### config.mk
export PLATFORM = sky130hd
export DESIGN_NAME = pwm_duty_ramp
export DESIGN_NICKNAME = d
export VERILOG_FILES = /design/src/rtl/pwm_duty_ramp.sv
export SDC_FILE = /design/constraint.sdc
export NUM_CORES = 1
export LEC_CHECK = 0
export ABC_CLOCK_PERIOD_IN_PS = 4900
export BUFFER_PORTS_ARGS = -buffer_cell sky130_fd_sc_hd__buf_2
export CORE_AREA = 2 2 80 82
export DETAILED_ROUTE_END_ITERATION = 7
export DIE_AREA = 0 0 82 84
export PLACE_DENSITY = 0.79
export SYNTH_ARGS = -nofsm -noshare
export SYNTH_HDL_FRONTEND = slang
export SYNTH_SLANG_ARGS = --single-unit
### constraint.sdc
create_clock -name clk -period 4.9 [get_ports clk]
set_input_delay 0.98 -clock clk [delete_from_list [all_inputs] [get_ports clk]]
set_output_delay 0.98 -clock clk [all_outputs]
set_load 0.01 [all_outputs]
### src/rtl/pwm_duty_ramp.sv
// pwm_duty_ramp: triangle ("breathing") duty-cycle sequencer for a PWM stage.
// The duty word steps up to a peak and back down to zero, one step every
// ticks_per_step period ticks, as a single pass or continuously.
module pwm_duty_ramp #(
  parameter int R        = 8,
  parameter int DIV_BITS = 8
) (
  input  logic                clk,
  input  logic                reset_n,
  input  logic                period_tick,
  input  logic                start,
  input  logic                abort,
  input  logic                continuous,
  input  logic [R:0]          step,
  input  logic [R:0]          max_duty,
  input  logic [DIV_BITS-1:0] ticks_per_step,
  output logic [R:0]          duty,
  output logic                busy,
  output logic                dir_up,
  output logic                done
);

  typedef enum logic [1:0] {
    S_IDLE = 2'd0,
    S_UP   = 2'd1,
    S_DOWN = 2'd2
  } state_t;

  // 100 % duty: 2^R in R+1 bits.
  localparam logic [R:0] FULL = {1'b1, {R{1'b0}}};

  state_t              state, state_nxt;
  logic [R:0]          duty_nxt;
  logic                done_nxt;
  logic [DIV_BITS-1:0] cnt, cnt_nxt, cnt_inc;
  logic                load_cfg;

  // Configuration captured at start, already normalised (zero -> one, clamp).
  logic                cfg_cont;
  logic [R:0]          cfg_step;
  logic [R:0]          cfg_max;
  logic [DIV_BITS-1:0] cfg_tps;

  // One bit wider than duty so the peak comparison cannot wrap.
  logic [R+1:0]        sum;

  assign busy   = (state == S_UP) || (state == S_DOWN);
  assign dir_up = (state == S_UP);

  // Next-state, next-duty and divider logic.
  always_comb begin
    // NOTE: every variable gets a default before the case so no path can leave
    // it unassigned; that is what keeps this block from inferring latches.
    state_nxt = state;
    duty_nxt  = duty;
    cnt_nxt   = cnt;
    done_nxt  = 1'b0;
    load_cfg  = 1'b0;
    cnt_inc   = cnt + DIV_BITS'(1);
    sum       = {1'b0, duty} + {1'b0, cfg_step};

    case (state)
      S_IDLE: begin
        duty_nxt = '0;
        cnt_nxt  = '0;
        if (start) begin
          state_nxt = S_UP;
          load_cfg  = 1'b1;
        end
      end

      S_UP, S_DOWN: begin
        if (period_tick) begin
          if (cnt_inc == cfg_tps) begin
            cnt_nxt = '0;
            if (state == S_UP) begin
              if (sum >= {1'b0, cfg_max}) begin
                duty_nxt  = cfg_max;
                state_nxt = S_DOWN;
              end else begin
                duty_nxt = sum[R:0];
              end
            end else begin
              if (duty <= cfg_step) begin
                duty_nxt = '0;
                if (cfg_cont) begin
                  state_nxt = S_UP;
                end else begin
                  state_nxt = S_IDLE;
                  done_nxt  = 1'b1;
                end
              end else begin
                duty_nxt = duty - cfg_step;
              end
            end
          end else begin
            cnt_nxt = cnt_inc;
          end
        end
      end

      default: begin
        state_nxt = S_IDLE;
        duty_nxt  = '0;
        cnt_nxt   = '0;
      end
    endcase

    // Abort overrides everything, including a start or a pass ending this cycle.
    if (abort) begin
      state_nxt = S_IDLE;
      duty_nxt  = '0;
      cnt_nxt   = '0;
      done_nxt  = 1'b0;
      load_cfg  = 1'b0;
    end
  end

  // State, duty, divider and latched configuration registers.
  always_ff @(posedge clk) begin
    // NOTE: sequential state uses non-blocking assignments so every register
    // samples the pre-edge values regardless of statement order.
    if (!reset_n) begin
      state    <= S_IDLE;
      duty     <= '0;
      cnt      <= '0;
      done     <= 1'b0;
      cfg_cont <= 1'b0;
      cfg_step <= R'(1);
      cfg_max  <= '0;
      cfg_tps  <= DIV_BITS'(1);
    end else begin
      state <= state_nxt;
      duty  <= duty_nxt;
      cnt   <= cnt_nxt;
      done  <= done_nxt;
      if (load_cfg) begin
        cfg_cont <= continuous;
        cfg_step <= (step == '0) ? (R+1)'(1) : step;
        cfg_max  <= (max_duty > FULL) ? FULL : max_duty;
        cfg_tps  <= (ticks_per_step == '0) ? DIV_BITS'(1) : ticks_per_step;
      end
    end
  end

endmodule

## Yosys cells after proc, flatten, opt, wreduce, memory -nomap -nowiden

Index checks and enable logic that the tools add are counted.

- Output and inout bits: 12
- Word-level logic and storage cells: 56
- Register bits after elaboration: 47

- Reductions and logical operators: 10
- Add/sub/neg operators: 3
- $lt $le $gt $ge: 3
- Equal/unequal tests: 8
- Multiplexer cells: 19
- Bitwise operators: 5

Operators with widths:

| kind | count |
|---|---|
| 2-to-1 mux 9 bit | 5 |
| 2-to-1 mux 8 bit | 2 |
| 2-to-1 mux 2 bit | 6 |
| adder 9 x 9 -> 10 bit | 1 |
| >= comparator 10 x 9 -> 1 bit | 1 |
| greater-than comparator 9 bit (second input constant) | 1 |
| <= comparator 9 bit | 1 |
| zero test 9 bit | 1 |
| subtractor 9 bit | 1 |
| adder 8 x 1 -> 8 bit (second input constant) | 1 |
| == test 8 bit | 1 |
| zero test 8 bit | 1 |
| OR reduction 7 bit | 1 |
| inequality test 2 bit (second input constant) | 3 |
| inequality test 3 bit (second input constant) | 2 |
| 2-to-1 mux 1 bit | 5 |
| inverter 1 bit | 5 |
| AND reduction 5 bit | 1 |
| one-hot mux 2 bit (2 select lines) | 1 |
| OR reduction 2 bit | 2 |
| OR reduction 3 bit | 1 |
| == test 2 x 1 -> 1 bit (second input constant) | 1 |
| == test 2 bit (second input constant) | 1 |
| zero test 2 bit | 1 |
| other kinds (2) | 2 |

## Logic depth before layout (Yosys ltp)

Gate-level depths: netlist of the first run.

- Word-level depth: 7
- Gate-level depth with buffers: 17
- Depth with buffers taken out: 15

## Worst setup path before layout of the first run

Ideal clock, no wire load.

- Kind: reg2reg
- Start point: register duty[0]
- End point: register duty[1]
- Data arrival time: 3.490 ns
- Data required time: 4.774 ns
- Clock period less this slack: 3.616 ns
- Setup time: 0.126 ns
- Stages on the path, launching flop included: 16
- Slack: 1.284 ns
- Cell sequence: dfxtp_1 -> ha_1 -> fa_1 -> nand2b_1 -> a221oi_1 -> o221a_2 -> or3_1 -> nand2_1 -> ha_1 -> a2111oi_0 -> o211a_1 -> o311a_4 -> buf_6 -> mux2_4 -> a221oi_2 -> nor3_1

- Longest elaborated chain between the ends: 4
- Elaborated cells on any way between the ends: 7
- Classes of those cells: add/sub (2); order compare (2); mux (3)

RTL lines:

| what | line | RTL |
|---|---|---|
| from (decl) | 17 | `output logic [R:0] duty,` |
| from (signal assigned) | 134 | `duty <= duty_nxt;` |
| adder 9 x 9 -> 10 bit | 60 | `sum = {1'b0, duty} + {1'b0, cfg_step};` |
| >= comparator 10 x 9 -> 1 bit | 77 | `if (sum >= {1'b0, cfg_max}) begin` |
| 2-to-1 mux 9 bit | 77 |  |
| 2-to-1 mux 9 bit * | 76 | `if (state == S_UP) begin` |

Mark *: on every way between the ends. The rest lies on a longest branch, timed or not.
A chain may end at the register's enable or synchronous reset.

## Final worst setup path of the first run

- Start point: register duty[0]
- End point: register duty[5]

Same word-level chain as after synthesis.

==> results of run 1 <==
## state kept, by name, summed over array words and instances (netlist names)
name	cells
cfg_cont	1
cfg_max	9
cfg_step	9
cfg_tps	8
cnt	8
done	1
duty	9
state	2
## power by group
group          total, W  switching, W  internal, W
Sequential     0.000407     0.0000124     0.000395
Clock          0.000297      0.000132     0.000165
Combinational  0.000276      0.000158     0.000117
## worst max-delay path, stage by stage, from the launching register on
cell and delay [ns]:
dfxtp_1 0.34, ha_1 0.22, fa_1 0.41, nand2b_1 0.13
a221oi_1 0.10, o221a_2 0.32, or3_1 0.33, nand2_1 0.10
ha_1 0.27, a2111oi_0 0.38, o211a_1 0.24, o311a_4 0.30
mux2_2 0.35, a221oi_1 0.28, nor3_1 0.07
## final timing paths
check             startpoint    endpoint  cells past startpoint
setup / recovery     duty[0]     duty[5]                     14
hold / removal    cfg_max[7]  cfg_max[7]                      2
setup reg to reg     duty[0]     duty[5]                     14
hold reg to reg   cfg_max[7]  cfg_max[7]                      2
## synth_stat cells (6+ instances only)
library cell / n / share of area
inv_1: 31 / 0.034
a21oi_1: 20 / 0.029
ha_1: 31 / 0.11
nand3_1: 7 / 0.010
nor2_1: 30 / 0.033
xnor2_1: 12 / 0.030
and3_1: 7 / 0.013
o21ai_0: 15 / 0.022
a21boi_0: 25 / 0.054
nand3b_1: 12 / 0.026
nor3_1: 11 / 0.016
mux2i_1: 7 / 0.020
nand2_1: 55 / 0.060
nor2b_1: 7 / 0.013
nand2b_1: 6 / 0.011
clkbuf_1: 13 / 0.014
dfxtp_1: 47 / 0.27
## cell type report
class / count / area, sq um / share of cell area
multi-input cells: 326 / 2310 / 0.608
well taps: 77 / 96.3 / 0.0253
clock buffers: 6 / 82.6 / 0.0217
inverters: 31 / 116 / 0.0306
repair buffers: 44 / 223 / 0.0585
clock inverters: 2 / 35.0 / 0.00920
flip-flops and latches: 47 / 941 / 0.247
## kinds of logic after synthesis
logic type	synth area share
AOI/OAI and AO/OA	0.235
xor gates and xnor gates	0.0430
adders and majority gates	0.124
buffers and inverters	0.0607
DFF	0.272
muxes	0.0278
and+or+nand+nor	0.238
## routing by layer
metal / vias up / part of all wire / routed length (microns) / global-route usage
met5: - / 0 / 0 / 0
met4: 0 / 0.028 / 237 / 0.0833
met3: 20 / 0.058 / 491 / 0.0444
met2: 88 / 0.46 / 3920 / 0.418
met1: 1453 / 0.45 / 3860 / 0.341
li1: 1560 / - / - / -
## per-stage QoR
| stage | worst slack [ns] | hold WS (ns) |
|---|---|---|
| detailed placement | 0.997 | 0.469 |
| finish | 0.918 | 0.476 |
| floorplan | 1.28 | 0.441 |
| global route | 0.556 | 0.500 |
| global placement | 1.11 | 0.451 |
| CTS | 0.933 | 0.480 |
## cell usage in the layout, fill, tap and decap left out, drive strengths merged, types with 5 or more instances in the layout
master	instances
o21ai	15
a21boi	25
nor3	11
a21oi	20
ha	31
xor2	5
nor2	30
nand3b	12
dfxtp	47
nand2b	6
nand3	7
nor2b	7
nand2	56
clkbuf	6
mux2i	7
inv	31
a211oi	6
buf	44
and3	7
xnor2	12
==> results by group, run 1 <==
Outcome
  – Status: completed

CTS
  – Reg clk slew, reported paths: 0.09 ns
  – Setup Buffers After CTS: 0
  – Hold buffers post-CTS: 0
  – CTS root buf: clkbuf_8
  – CTS H-tree lvls: 2
  – CTS max path bufs: 2
  – CTS Buf Count: 5
  – Clock latency on the worst-skew pair: 0.30 ns
  – TritonCTS clock tree: done
  – Clock Sinks: 47
  – CTS resizes: 0

Route
  – # DRC: 0
  – Vias per Instance: 5.86
  – Routed len/inst: 16.0 microns
  – Vias: 3121
  – DRT iter0 DRCs: 253
  – Final ANT Viol Nets: 0
  – Total wire length: 8.50 mm
  – Pre-Repair DR Iteration Count: 4

Place
  – DP Cell Count: 525
  – Post-DP HPWL: 6.38 mm
  – Cell Area, Placed: 0.00369 sq mm
  – Port bufs: 43
  – Final GP Congestion: 0.925

Synthesis
  – Synth warn: 0
  – Post-synth net total: 488
  – Mean Syn Cell Area: 8.19 sq um
  – Top FF cell, synth: dfxtp_1
  – Synthesized cell area: 0.00346 sq mm
  – Post-synth EDFFs: 0
  – Yosys reg bits: 47
  – Count of different cell masters after synthesis: 67
  – Post-synth ARST share: 0
  – Register area share after synthesis: 0.272
  – Gate Count Post-Synth: 423

Timing
  – Least-Margin Pin Slew: 1.00 ns
  – Hold violation total from the final report: 0
  – Fin crit share: 0.813
  – Fin Setup TNS: 0 ns
  – Max Clk Rate: 0.251 GHz
  – Fin crit period: 3.98 ns
  – Setup violations, final: 0
  – Slew Viols, Final: 0
  – Clk_skew: 0.0118 ns
  – Rel. slew slack: 0.333
  – RSZ-0062 raised after global routing: no

Die
  – I/O pin count: 44
  – Full die area: 0.00689 sq mm
  – Die width: 82 microns
  – Chip height: 84 microns
  – Row count: 29
  – Starting Density: 0.568
  – Placeable Area: 0.00610 sq mm

Critical path
  – FF-to-FF setup slack: 0.92 ns
  – Startpoint Class: register
  – Worst EP required: 5.06 ns
  – Crit Path Class: reg2reg
  – Arrival time at the worst endpoint: 4.14 ns
  – Critical path fanouts, max: 13
  – Critical Path End Type: register

Global routing
  – Largest net degree at the start of global routing: 29
  – Total track usage: 0.257
  – Initial antenna violation count: 0
  – Vias in the first global route: 2961
  – First-pass GRT wire length: 14.0 mm
  – Gr ovfl total: 0

Finish
  – Non-Filler Instances: 533
  – Ant diodes: 0
  – Post-route core utilization: 0.625
  – Synthesis-to-layout area growth: 9.90%
  – Final instance area: 0.00381 sq mm
  – Number of fill cells: 568
  – Fraction of layout cells with a size suffix above 1: 0.162
  – Nets: 520

Pwr
  – Final Total Pwr: 0.000980 W
  – Leakage power: 1.61 nW
  – Pwr per Cell Area: 257 mW/mm^2
  – Peak VDD IR: 0.189 mV

Hold path
  – Min-Delay Path Class: reg2reg

Flow run
  – Max Cap Viol: 0
Power figures use the tool's default switching activity.
==> run 2, diff against run 1 <==
ABC_CLOCK_PERIOD_IN_PS = 3200   (was 4900)
CORE_AREA = 2 2 84 86   (was 2 2 80 82)
DIE_AREA = 0 0 86 88   (was 0 0 82 84)
PLACE_DENSITY = 0.76   (was 0.79)
clock period = 3.2 ns   (was 4.9 ns; I/O delays follow)
==> run 2 against run 1 <==
Net effect:
- cell count up 9.4%
- critical endpoint is now duty[1]
- count of clock-buffer cells in the layout up 1
- wire length up 12%
- setup slack worse by 1.3 ns
- fmax up 11%
- final area up 14%
- sequential cell count unchanged
- sequential share of layout area down 2.7 points
- non-clock buffer count up 47
- critical path type unchanged
- global-route usage up 0.083 points
- clock skew about the same
- the flow now finishes with violations (negative setup slack)
- die area up 9.9%
==> results by group, run 2 (synthesized netlist as in run 1, its figures left out) <==
Timing
  – Fin crit share: 1.12
  – Final Hold Slack: 0.474 ns
  – Hold violation total from the final report: 0
  – Setup violations, final: 11
  – Max Clk Rate: 0.279 GHz
  – Fin crit period: 3.58 ns
  – Least-Margin Pin Slew: 0.981 ns
  – Clk_skew: 0.0121 ns
  – RSZ-0062 raised after global routing: yes
  – Setup ws final: -0.384 ns
  – Rel. slew slack: 0.346
  – Slew Viols, Final: 0

Critical path
  – Worst EP required: 3.39 ns
  – Arrival time at the worst endpoint: 3.77 ns
  – Crit Path Class: reg2reg
  – Startpoint Class: register
  – Critical Path End Type: register
  – Worst r2r src: duty[0]
  – Cell depth of the worst flop-to-flop path: 15
  – Crit path launch: duty[0]
  – RR Endpoint: duty[1]
  – FF-to-FF setup slack: -0.38 ns
  – Critical Path End: duty[1]
  – Critical path fanouts, max: 8

Pwr
  – Pwr per Cell Area: 354 mW/mm^2
  – Peak VDD IR: 0.179 mV
  – Leakage power: 1.86 nW

Global routing
  – Initial antenna violation count: 0
  – Vias in the first global route: 3223
  – Largest net degree at the start of global routing: 28
  – Gr ovfl total: 0
  – First-pass GRT wire length: 15.5 mm
  – Total track usage: 0.258

Finish
  – Multi-input gate area: 0.00250 sq mm
  – Fraction of layout cells with a size suffix above 1: 0.288
  – Non-Filler Instances: 583
  – Biggest regs: cfg_max: 9 flops, cfg_step: 9 flops, duty: 9 flops
  – Nets: 567
  – Synthesis-to-layout area growth: 24.8%
  – Final instance area: 0.00433 sq mm
  – Ant diodes: 0
  – Most common cell after layout, fill and taps aside: nand2_1
  – Storage cell area: 951 sq um
  – Number of fill cells: 571
  – Most frequent cells in the layout: nand2_1, buf_4, buf_2

CTS
  – TritonCTS clock tree: done
  – CTS H-tree lvls: 2
  – CTS Buf Count: 5
  – CTS root buf: clkbuf_8
  – Clock Sinks: 47
  – CTS max path bufs: 2
  – Reg clk slew, reported paths: 0.09 ns
  – Clock latency on the worst-skew pair: 0.31 ns

Die
  – I/O pin count: 44
  – Starting Density: 0.521
  – Row count: 30
  – Placeable Area: 0.00664 sq mm
  – Full die area: 0.00757 sq mm
  – Chip height: 88 microns
  – Die width: 86 microns

Outcome
  – Status: finished, violations left
  – Failing checks: negative setup slack

Hold path
  – Worst hold start: cfg_max[7]
  – Min-Delay Path Class: reg2reg

Place
  – Cell Area, Placed: 0.00410 sq mm
  – DP Cell Count: 568
  – Port bufs: 43
  – Final GP Congestion: 0.935
  – Post-DP HPWL: 7.19 mm

Flow run
  – Max Cap Viol: 0

Route
  – DRT iter0 DRCs: 194
  – # DRC: 0
  – Pre-Repair DR Iteration Count: 5
  – Routed length on met2: 4.60 mm
  – Vias: 3404
  – Vias per Instance: 5.84
  – Met3 wire length: 541 microns
  – Total wire length: 9.56 mm
  – Routed len/inst: 16.4 microns
  – Uppermost layer routed: met4
  – Final ANT Viol Nets: 0
  – Metal-1 WL: 4.29 mm
-- run 2: timing repair --
item / in CTS / in global routing
resized for setup: 10 / 8
endpoints found under the hold margin: 0 / 0
pin swaps: 9 / 9
endpoints found under the setup margin: 10 / 11
setup buffers: 5 / 2
hold buffers: 0 / 0
-- run 2: layout make-up --
| type | instances | area share |
|---|---|---|
| sequential | 47 | 0.220 |
| inverter | 31 | 0.0269 |
| multi-input combinational | 326 | 0.577 |
| clock inverter | 1 | 0.00116 |
| timing repair buffer | 91 | 0.134 |
| clock buffer | 7 | 0.0176 |
| tap | 80 | 0.0231 |
-- run 2: worst min-delay path by stage --
stage	end	slack [ns]	cells after the start
after floorplan	cfg_max[7]	0.44	2
after global placement	cfg_max[7]	0.45	2
after detailed placement	cfg_max[7]	0.47	2
after CTS	cfg_max[7]	0.48	2
after global routing	cfg_max[7]	0.50	2
final	cfg_max[7]	0.47	2
-- run 2: power by group --
part	switching (W)	internal (W)	leakage, nW
Clock	0.000211	0.000154	0.0422
Combinational	0.000282	0.000262	1.43
Sequential	0.0000188	0.000604	0.384
-- run 2: critical path, stage by stage, from the launching register on --
cell and delay, ns:
dfxtp_4 0.36, ha_4 0.16, fa_2 0.37, nand2b_4 0.09, a221oi_2 0.07, o221a_2 0.33, or3_4 0.35, nand2_4 0.07
ha_4 0.21, a2111oi_4 0.27, o211a_1 0.23, o311a_4 0.27, buf_6 0.12, mux2_4 0.30, a221oi_2 0.22, nor3_1 0.06
-- run 2: per-layer routing --
layer  track usage  up-vias
met5             0        -
met4        0.0620        0
met3        0.0386       16
met2         0.441      109
met1         0.343     1624
li1              -     1655
-- run 2: metrics by stage --
stage               total power, W  worst slack (ns)  TNS, ns  utilization
global route               0.00160            -0.497    -4.38        0.651
detailed placement         0.00112            -0.356    -3.06        0.617
floorplan                 0.000976            -0.208    -1.15            -
global placement           0.00111            -0.275    -2.33        0.617
finish                     0.00153            -0.384    -3.13        0.651
CTS                        0.00151            -0.327    -2.64        0.642
